**src/rtl/uart_ring_buf_ctrl.sv**
```systemverilog
// UART store-and-forward controller: received bytes go into a circular buffer.
// A dump sends a snapshot of the stored bytes through the transmitter.
// A dump is started by a key press (manual mode) or by a fill threshold or
// receive-idle timeout (auto mode).
//
// state  | meaning
// -------+------------------------------------------------------------
// S_IDLE | no dump; evaluating triggers
// S_RD   | present rd_ptr to the RAM, pop one byte
// S_LAT  | RAM read latency cycle
// S_SEND | tx_data loaded, send_en high for this cycle only
// S_WAIT | wait for tx_done, then next byte or back to idle
module uart_ring_buf_ctrl #(
   parameter int DATA_W       = 8,
   parameter int ADDR_W       = 8,
   parameter int FLUSH_THRESH = 16,
   parameter int IDLE_TIMEOUT = 50000,
   parameter int CNT_W        = 16
) (
   input  logic              clk,
   input  logic              rst,
   input  logic              mode,
   input  logic              key_flag,
   input  logic              key_state,
   input  logic              clr,
   input  logic [DATA_W-1:0] rx_data,
   input  logic              rx_done,
   input  logic              tx_done,
   output logic [DATA_W-1:0] tx_data,
   output logic              send_en,
   output logic              busy,
   output logic [ADDR_W:0]   count,
   output logic              overflow
);

   localparam int              DEPTH      = 2 ** ADDR_W;
   localparam logic [ADDR_W:0] DEPTH_C    = (ADDR_W + 1)'(DEPTH);
   localparam logic [ADDR_W:0] THRESH_C   = (ADDR_W + 1)'(FLUSH_THRESH);
   localparam logic [CNT_W-1:0] IDLE_MAX_C = CNT_W'(IDLE_TIMEOUT - 1);

   typedef enum logic [2:0] {S_IDLE, S_RD, S_LAT, S_SEND, S_WAIT} state_t;

   state_t              state_q, state_d;
   logic [ADDR_W-1:0]   wr_ptr_q, wr_ptr_d;
   logic [ADDR_W-1:0]   rd_ptr_q, rd_ptr_d;
   logic [ADDR_W:0]     count_q, count_d;
   logic [ADDR_W:0]     dump_n_q, dump_n_d;
   logic [CNT_W-1:0]    idle_cnt_q, idle_cnt_d;
   logic                overflow_q, overflow_d;
   logic                send_en_q, send_en_d;
   logic                busy_q, busy_d;
   logic [DATA_W-1:0]   tx_data_q, tx_data_d;

   logic [DATA_W-1:0]   mem [DEPTH];
   logic [DATA_W-1:0]   ram_q;
   logic                wr_en;
   logic                pop;
   logic                trigger;

   // Buffer RAM: write on accepted byte, registered read issued from S_RD.
   // A write never lands on the address being read: that would need
   // count==0 (no read) or count==DEPTH (write refused).
   always_ff @(posedge clk) begin
      if (wr_en) mem[wr_ptr_q] <= rx_data;
      if (state_q == S_RD) ram_q <= mem[rd_ptr_q];
   end

   // Next-state, pointer, occupancy and output computation.
   always_comb begin
      state_d    = state_q;
      wr_ptr_d   = wr_ptr_q;
      rd_ptr_d   = rd_ptr_q;
      count_d    = count_q;
      dump_n_d   = dump_n_q;
      idle_cnt_d = idle_cnt_q;
      overflow_d = overflow_q;
      busy_d     = busy_q;
      tx_data_d  = tx_data_q;
      send_en_d  = 1'b0;

      wr_en   = rx_done && (count_q < DEPTH_C) && !clr;
      pop     = (state_q == S_RD) && !clr;
      trigger = (state_q == S_IDLE) && (count_q != '0) &&
                ((!mode && key_flag && !key_state) ||
                 (mode && ((count_q >= THRESH_C) || (idle_cnt_q == IDLE_MAX_C))));

      unique case (state_q)
         S_IDLE: begin
            if (trigger) begin
               dump_n_d = count_q;
               busy_d   = 1'b1;
               state_d  = S_RD;
            end
         end
         S_RD: begin
            rd_ptr_d = rd_ptr_q + 1'b1;
            dump_n_d = dump_n_q - 1'b1;
            state_d  = S_LAT;
         end
         S_LAT:  state_d = S_SEND;
         S_SEND: state_d = S_WAIT;
         S_WAIT: begin
            if (tx_done) begin
               if (dump_n_q == '0) begin
                  busy_d     = 1'b0;
                  overflow_d = 1'b0;
                  state_d    = S_IDLE;
               end else begin
                  state_d = S_RD;
               end
            end
         end
         default: state_d = S_IDLE;
      endcase

      if (wr_en) wr_ptr_d = wr_ptr_q + 1'b1;
      count_d = count_q + (ADDR_W + 1)'(wr_en) - (ADDR_W + 1)'(pop);

      // A drop in the same cycle a dump completes is still reported.
      if (rx_done && (count_q == DEPTH_C)) overflow_d = 1'b1;

      if (rx_done || (count_q == '0)) begin
         idle_cnt_d = '0;
      end else if ((state_q == S_IDLE) && (idle_cnt_q != IDLE_MAX_C)) begin
         idle_cnt_d = idle_cnt_q + 1'b1;
      end

      if (clr) begin
         state_d    = S_IDLE;
         busy_d     = 1'b0;
         wr_ptr_d   = '0;
         rd_ptr_d   = '0;
         count_d    = '0;
         overflow_d = 1'b0;
         idle_cnt_d = '0;
      end

      if (state_d == S_SEND) begin
         send_en_d = 1'b1;
         tx_data_d = ram_q;
      end
   end

   // State and control registers.
   always_ff @(posedge clk or negedge rst) begin
      if (!rst) begin
         state_q    <= S_IDLE;
         wr_ptr_q   <= '0;
         rd_ptr_q   <= '0;
         count_q    <= '0;
         dump_n_q   <= '0;
         idle_cnt_q <= '0;
         overflow_q <= 1'b0;
         send_en_q  <= 1'b0;
         busy_q     <= 1'b0;
         tx_data_q  <= '0;
      end else begin
         state_q    <= state_d;
         wr_ptr_q   <= wr_ptr_d;
         rd_ptr_q   <= rd_ptr_d;
         count_q    <= count_d;
         dump_n_q   <= dump_n_d;
         idle_cnt_q <= idle_cnt_d;
         overflow_q <= overflow_d;
         send_en_q  <= send_en_d;
         busy_q     <= busy_d;
         tx_data_q  <= tx_data_d;
      end
   end

   assign tx_data  = tx_data_q;
   assign send_en  = send_en_q;
   assign busy     = busy_q;
   assign count    = count_q;
   assign overflow = overflow_q;

endmodule

```
**config.mk**
```make
export PLATFORM = sky130hd
export DESIGN_NAME = uart_ring_buf_ctrl
export DESIGN_NICKNAME = d
export VERILOG_FILES = /design/src/rtl/uart_ring_buf_ctrl.sv
export SDC_FILE = /design/constraint.sdc
export NUM_CORES = 2
export LEC_CHECK = 0
export CORE_MARGIN = 2
export CORE_UTILIZATION = 50
export DETAILED_ROUTE_END_ITERATION = 12
export HOLD_SLACK_MARGIN = 0.1
export PLACE_DENSITY_LB_ADDON = 0.05
export SETUP_SLACK_MARGIN = 0.3
export SYNTH_ARGS = -nofsm -noshare
export SYNTH_HDL_FRONTEND = slang
export SYNTH_SLANG_ARGS = --single-unit
```
**constraint.sdc**
```tcl
create_clock -name clk -period 9.3 [get_ports clk]
set_input_delay 1.86 -clock clk [delete_from_list [all_inputs] [get_ports clk]]
set_output_delay 1.86 -clock clk [all_outputs]
set_load 0.02 [all_outputs]
```
# --- Word-level counts from Yosys, hierarchy flattened ---
# Memory sizes are Yosys's and may differ from the RTL's. A register that Yosys moved wholly into a read port is not among the register bits.
# Index checks and enable logic that the tools add are counted.
classes:
  n_bitwise: 0
  muxes: 26
  multipliers: 0
  n_addsub: 6
  n_eq_ne: 12
  div_mod_pow: 0
  n_reduce_logical: 31
  n_lt_le_gt_ge: 2
  n_shift: 0
op_table:
  columns: ["cell", "count"]
  rows:
  - ["$mux W16", 3]
  - ["$mux W8", 4]
  - ["$logic_not A9 Y1", 2]
  - ["$mux W9", 2]
  - ["$pmux W9 S2", 1]
  - ["$add A16 B1 Y16 const B", 1]
  - ["$add A8 B1 Y8 const B", 2]
  - ["$eq A16 B16 Y1 const B", 1]
  - ["$ne A16 B16 Y1 const B", 1]
  - ["$pmux W3 S5", 1]
  - ["$reduce_bool A3 Y1", 5]
  - ["$mux W1", 11]
  - ["$logic_and A1 B1 Y1", 10]
  - ["$add A9 B1 Y9", 1]
  - ["$eq A3 B2 Y1 const B", 3]
  - ["$eq A9 B9 Y1 const B", 1]
  - ["$ge A9 B5 Y1 const B", 1]
  - ["$lt A9 B9 Y1 const B", 1]
  - ["$mux W3", 3]
  - ["$ne A3 B3 Y1 const B", 3]
  - ["$reduce_bool A9 Y1", 1]
  - ["$sub A9 B1 Y9", 1]
  - ["$sub A9 B1 Y9 const B", 1]
  - ["$reduce_bool A2 Y1", 3]
  - ["10 further kinds", 14]
word_totals:
  register_bits: 64
  out_inout_bits: 20
  latchBits: 0
  mem_bits_rw: 2048
  mem_bits_ro: 0
  input_bits: 16
  memories: 1
  word_cells: 88
memory_table:
  columns: ["name", "depth", "width", "read_ports", "rd_ports_with_merged_regs", "write_ports", "line", "text"]
  rows:
  - ["mem", 256, 8, 1, 1, 1, "54", "logic [DATA_W-1:0] mem [DEPTH];"]

# --- Logic depth before layout (Yosys ltp) ---
depth:
  ltp_word: 10
  depth_mapped: 16
  ltp_nobuf: 16

# --- Worst setup path before layout ---
# Ideal clock, no wire load.
synth_path:
  path_type: "input -> register"
  startpoint: "input clr"
  endpoint: "register count_q[8] (netlist: count[8])"
  required_time_ns: 9.168
  n_path_buf: 2
  setup_ns: 0.132
  arrival_ns: 4.324
  setup_slack_ns: 4.844
  path_stages: 15
  cell_sequence: "clkbuf_1 > clkbuf_1 > nor2_1 > ha_1 > inv_1 > ha_1 > inv_1 > fa_1 > o21ba_2 > o21bai_1 > a21oi_1 > o21bai_1 > a221o_1 > xor2_1 > nor2_1"
synth_between:
  elab_chain_len: 5
  elab_cells_between_ends: 6
  cone_classes: "2 x add/sub; 1 x mux; 3 x reduce/logical"
synth_lines:
  columns: ["element", "line", "text"]
  rows:
  - ["from (decl)", "25", "input logic clr,"]
  - ["$logic_not A1 Y1", "81, 82", null]
  - ["$logic_and A1 B1 Y1", "81", "wr_en = rx_done && (count_q < DEPTH_C) && !clr;"]
  - ["$add A9 B1 Y9", "117", "count_d = count_q + (ADDR_W + 1)'(wr_en) - (ADDR_W + 1)'(pop);"]
  - ["$sub A9 B1 Y9", "117", null]
  - ["$mux W9 (*)", "128", "if (clr) begin"]
  - ["net count_d[8]", "46", "logic [ADDR_W:0] count_q, count_d;"]
  - ["to (signal assigned)", "161", "count_q <= count_d;"]
  - ["to (decl)", "46", null]
# The timed path passes the listed nets; every way through them passes the cells marked *.
# A chain may end at the register's enable or synchronous reset.

==> results.sh <==
export IMPL_yosys_area_top_type="edfxtp_1"
export IMPL_synthTopCellsByArea="edfxtp_1 74%, mux4_2 9.4%, mux2i_1 4.7%, dfrtp_1 1.9%, o221ai_1 1.8%"
export IMPL_boundaryPins=36
export IMPL_relSlewSlack_pct=11.3
export IMPL_cts_buffers=213
export IMPL_power_leakage_uw=0.0283
export IMPL_period_needed_ps=5090
export IMPL_drive_gt1_share_pct=17.1
export IMPL_ys_seq_area_share_pct=75.7
export IMPL_status="finished clean"
export IMPL_worst_slew_pin_slew_ps=1330
export IMPL_syn_to_final_growth_pct=11.0
export IMPL_cts_max_level=4
export IMPL_path_delay_family="simple AND/OR/NAND/NOR gates"
export IMPL_cp_common_cell="o22ai_1"
export IMPL_via_per_inst=6.21
export IMPL_max_clock_freq_ghz=0.196
export IMPL_drc=0
export IMPL_ys_seq_elements=2120
export IMPL_cts_setup_buffers=0
export IMPL_clock_sinks=2120
export IMPL_drt_total_wl_um=215000
export IMPL_route_vias_total=42000
export IMPL_portBuffers=35
export IMPL_cts_resized=0
export IMPL_clockBufferDepth=3
export IMPL_worst_clock_skew_ps=26.1
export IMPL_critPathRequiredTime_ps=9980
export IMPL_synth_top_cell_area_share_pct=73.8
export IMPL_start_kind="flip-flop"
export IMPL_yosysMostFrequentCell="edfxtp_1"
export IMPL_overflow=0
export IMPL_ir_drop_mv=0.226
export IMPL_cts_tree="done"
export IMPL_syn_inst=4327
export IMPL_synth_area_um2=83700
export IMPL_synth_common_cells="2056 x edfxtp_1, 392 x mux2i_1, 385 x nor2_1, 348 x mux4_2, 169 x o221ai_1"
export IMPL_post_drt_wl_per_cell_um=31.7
export IMPL_core_rowCount=150
export IMPL_die_area_um2=171000
export IMPL_path_clk_slew_ps=60
export IMPL_setup_viol=0
export IMPL_insertion_delay_ps=870
export IMPL_p_sw_share_pct=25.2
export IMPL_intPower_uw=17000
export IMPL_core_area_um2=167000
export IMPL_critPathMaxStageDelay_ps=870
export IMPL_ys_flop_type="edfxtp_1"
export IMPL_final_max_slew_viol_count=0
export IMPL_power_share_clock_pct=37.5
export IMPL_post_place_cells=6369
export IMPL_async_flop_share_pct=3.02
export IMPL_grt_usage_pct=25.3
export IMPL_synth_edf_count=2056
export IMPL_layout_cells_non_filler=6767
export IMPL_path_class="flip-flop to flip-flop"
export IMPL_r2r_slack_ps=4210
export IMPL_antenna_found_initial=8
export IMPL_max_cap_viol_count=0
export IMPL_end_kind="flip-flop"
export IMPL_fin_area_um2=92900
export IMPL_rsz0062_at_grt="false"
export IMPL_initial_core_util_pct=50.2
export IMPL_multi_input_area_um2=18700
export IMPL_syn_nets=4367
export IMPL_fin_crit_sh_pct=54.8
export IMPL_synth_cell_type_count=56
export IMPL_p_comb_share_pct=15.4
export IMPL_fillers=12600
export IMPL_cts_root_buf="clkbuf_16"
export IMPL_place_area_um2=85900
export IMPL_hpwl_um=126000
export IMPL_grt_pass1_vias=41300
export IMPL_slowest_stage="dfrtp_2"
export IMPL_power_switching_uw=5730
export IMPL_ant_nets=0
export IMPL_p_seq_share_pct=47.2
export IMPL_grt_max_degree=191
export IMPL_path_cells="buf_4 -> nand2b_4 -> buf_12 -> o221ai_1 -> o22ai_1 -> nor2_1 -> o22ai_1 -> or4_1 -> a311oi_1"
export IMPL_die_h_um=413
export IMPL_timing_setup_tns_ps=0
export IMPL_power_density_nw_per_um2=245
export IMPL_critical_path_buf_inv_count=2
export IMPL_worstPathMaxFanout=118
export IMPL_drt_iter0_markers=4967
export IMPL_firstDrtPassIters=5
export IMPL_syn_avg_cell_area_um2=19.3
export IMPL_cp_arrival_ps=5770
export IMPL_seqCellArea_um2=63400
export IMPL_gp_congestion=0.852
export IMPL_hold_viol=0
export IMPL_grt_pass1_wl_um=307000
export IMPL_die_w_um=413
export IMPL_nNetsFinal=4420
export IMPL_hold_buffers=0
export IMPL_holdCritPathClass="flip-flop to flip-flop"
export IMPL_synth_warnings=0
## cell usage in the layout (no fill, tap or decap), types with 22 or more instances in the layout
cell type | netlist | layout
clkbuf_16 | 0 | 215
clkbuf_1 | 133 | 45
dfrtp_1 | 64 | 60
clkinv_2 | 0 | 52
buf_4 | 24 | 53
a21oi_1 | 124 | 124
clkdlybuf4s50_1 | 0 | 26
nor3_1 | 36 | 35
mux4_2 | 348 | 348
inv_1 | 27 | 27
bufinv_16 | 0 | 22
nand2_1 | 78 | 77
mux2i_1 | 392 | 392
o22ai_1 | 134 | 134
ha_1 | 23 | 23
o221ai_1 | 169 | 169
clkinv_1 | 0 | 42
edfxtp_1 | 2056 | 2056
nor2_1 | 385 | 384
## registers in the layout, indices dropped and copies added, names as in the netlist
signal      count
busy            1
send_en         1
mem          2048
count           9
idle_cnt_q     16
wr_ptr_q        8
rd_ptr_q        8
overflow        1
ram_q           8
state_q         3
tx_data         8
dump_n_q        9
## routing by layer
layer | vias up | wire (um) | GRT usage (%)
met5 | - | 49 | 0
met4 | 4 | 4750 | 6.42
met3 | 268 | 15700 | 4.90
met2 | 1558 | 98100 | 38.0
met1 | 22300 | 96100 | 38.3
li1 | 17900 | - | -
## layout make-up
type,instances,share of cell area (%)
diodes,1,0.00269
clock buffers,262,6.01
clock inverters,135,1.44
inverters,29,0.128
multi-input cells,1919,20.2
flip-flops and latches,2120,68.2
well taps,2204,2.97
repair buffers,97,1.05
## worst register-to-register path, delay by kind of cell (launching register included)
family / cells / cell delay [ps]
flops: 1 / 870
compound gates: 4 / 1410
simple gates: 3 / 1690
buf+inv: 2 / 970
## cells by family (layout without fill, tap and decap cells)
kind of cell    after synthesis  after routing  share of synthesized area, %
simple gates                599            599                          3.03
compound gates              509            509                          4.28
fa+ha+maj                    24             24                         0.368
flops                      2120           2120                          75.7
mux                         755            755                          14.3
buf+inv                     288            523                          2.00
other cells                   0              1                             0
xor+xnor                     32             32                         0.335
## power by group through the flow
stage | clock network (uW) | registers [uW] | logic, uW
global route | 9010 | 10700 | 3720
detailed placement | 0 | 10900 | 3530
global placement | 0 | 10900 | 3540
CTS | 8660 | 10700 | 3540
floorplan | 0 | 10900 | 2680
finish | 8520 | 10700 | 3490
## stage by stage
step	utilization [%]	hold slack [ps]	worst slack, ps	power (uW)
6_report	55.7	495	4210	22700
5_1_grt	55.7	513	4220	23500
2_1_floorplan	-	454	4840	13500
3_5_place_dp	51.6	469	3860	14400
3_3_place_gp	51.6	474	3710	14500
4_1_cts	55.7	496	4420	22900
## path summary, 6_finish.rpt
check | start | to | depth (start not counted)
hold / removal | ram_q[3]$_DFFE_PN_ | tx_data[3]$_DFFE_PN0N_ | 1
setup reg to reg | rd_ptr_q[2]$_DFFE_PN0P_ | ram_q[2]$_DFFE_PN_ | 9
min in group asynchronous | rst | idle_cnt_q[5]$_DFFE_PN0P_ | 1
max in group asynchronous | rst | rd_ptr_q[1]$_DFFE_PN0P_ | 1
hold reg to reg | ram_q[3]$_DFFE_PN_ | tx_data[3]$_DFFE_PN0N_ | 1
setup / recovery | rd_ptr_q[2]$_DFFE_PN0P_ | ram_q[2]$_DFFE_PN_ | 9
Note: power is estimated with default switching activity, not from simulation.
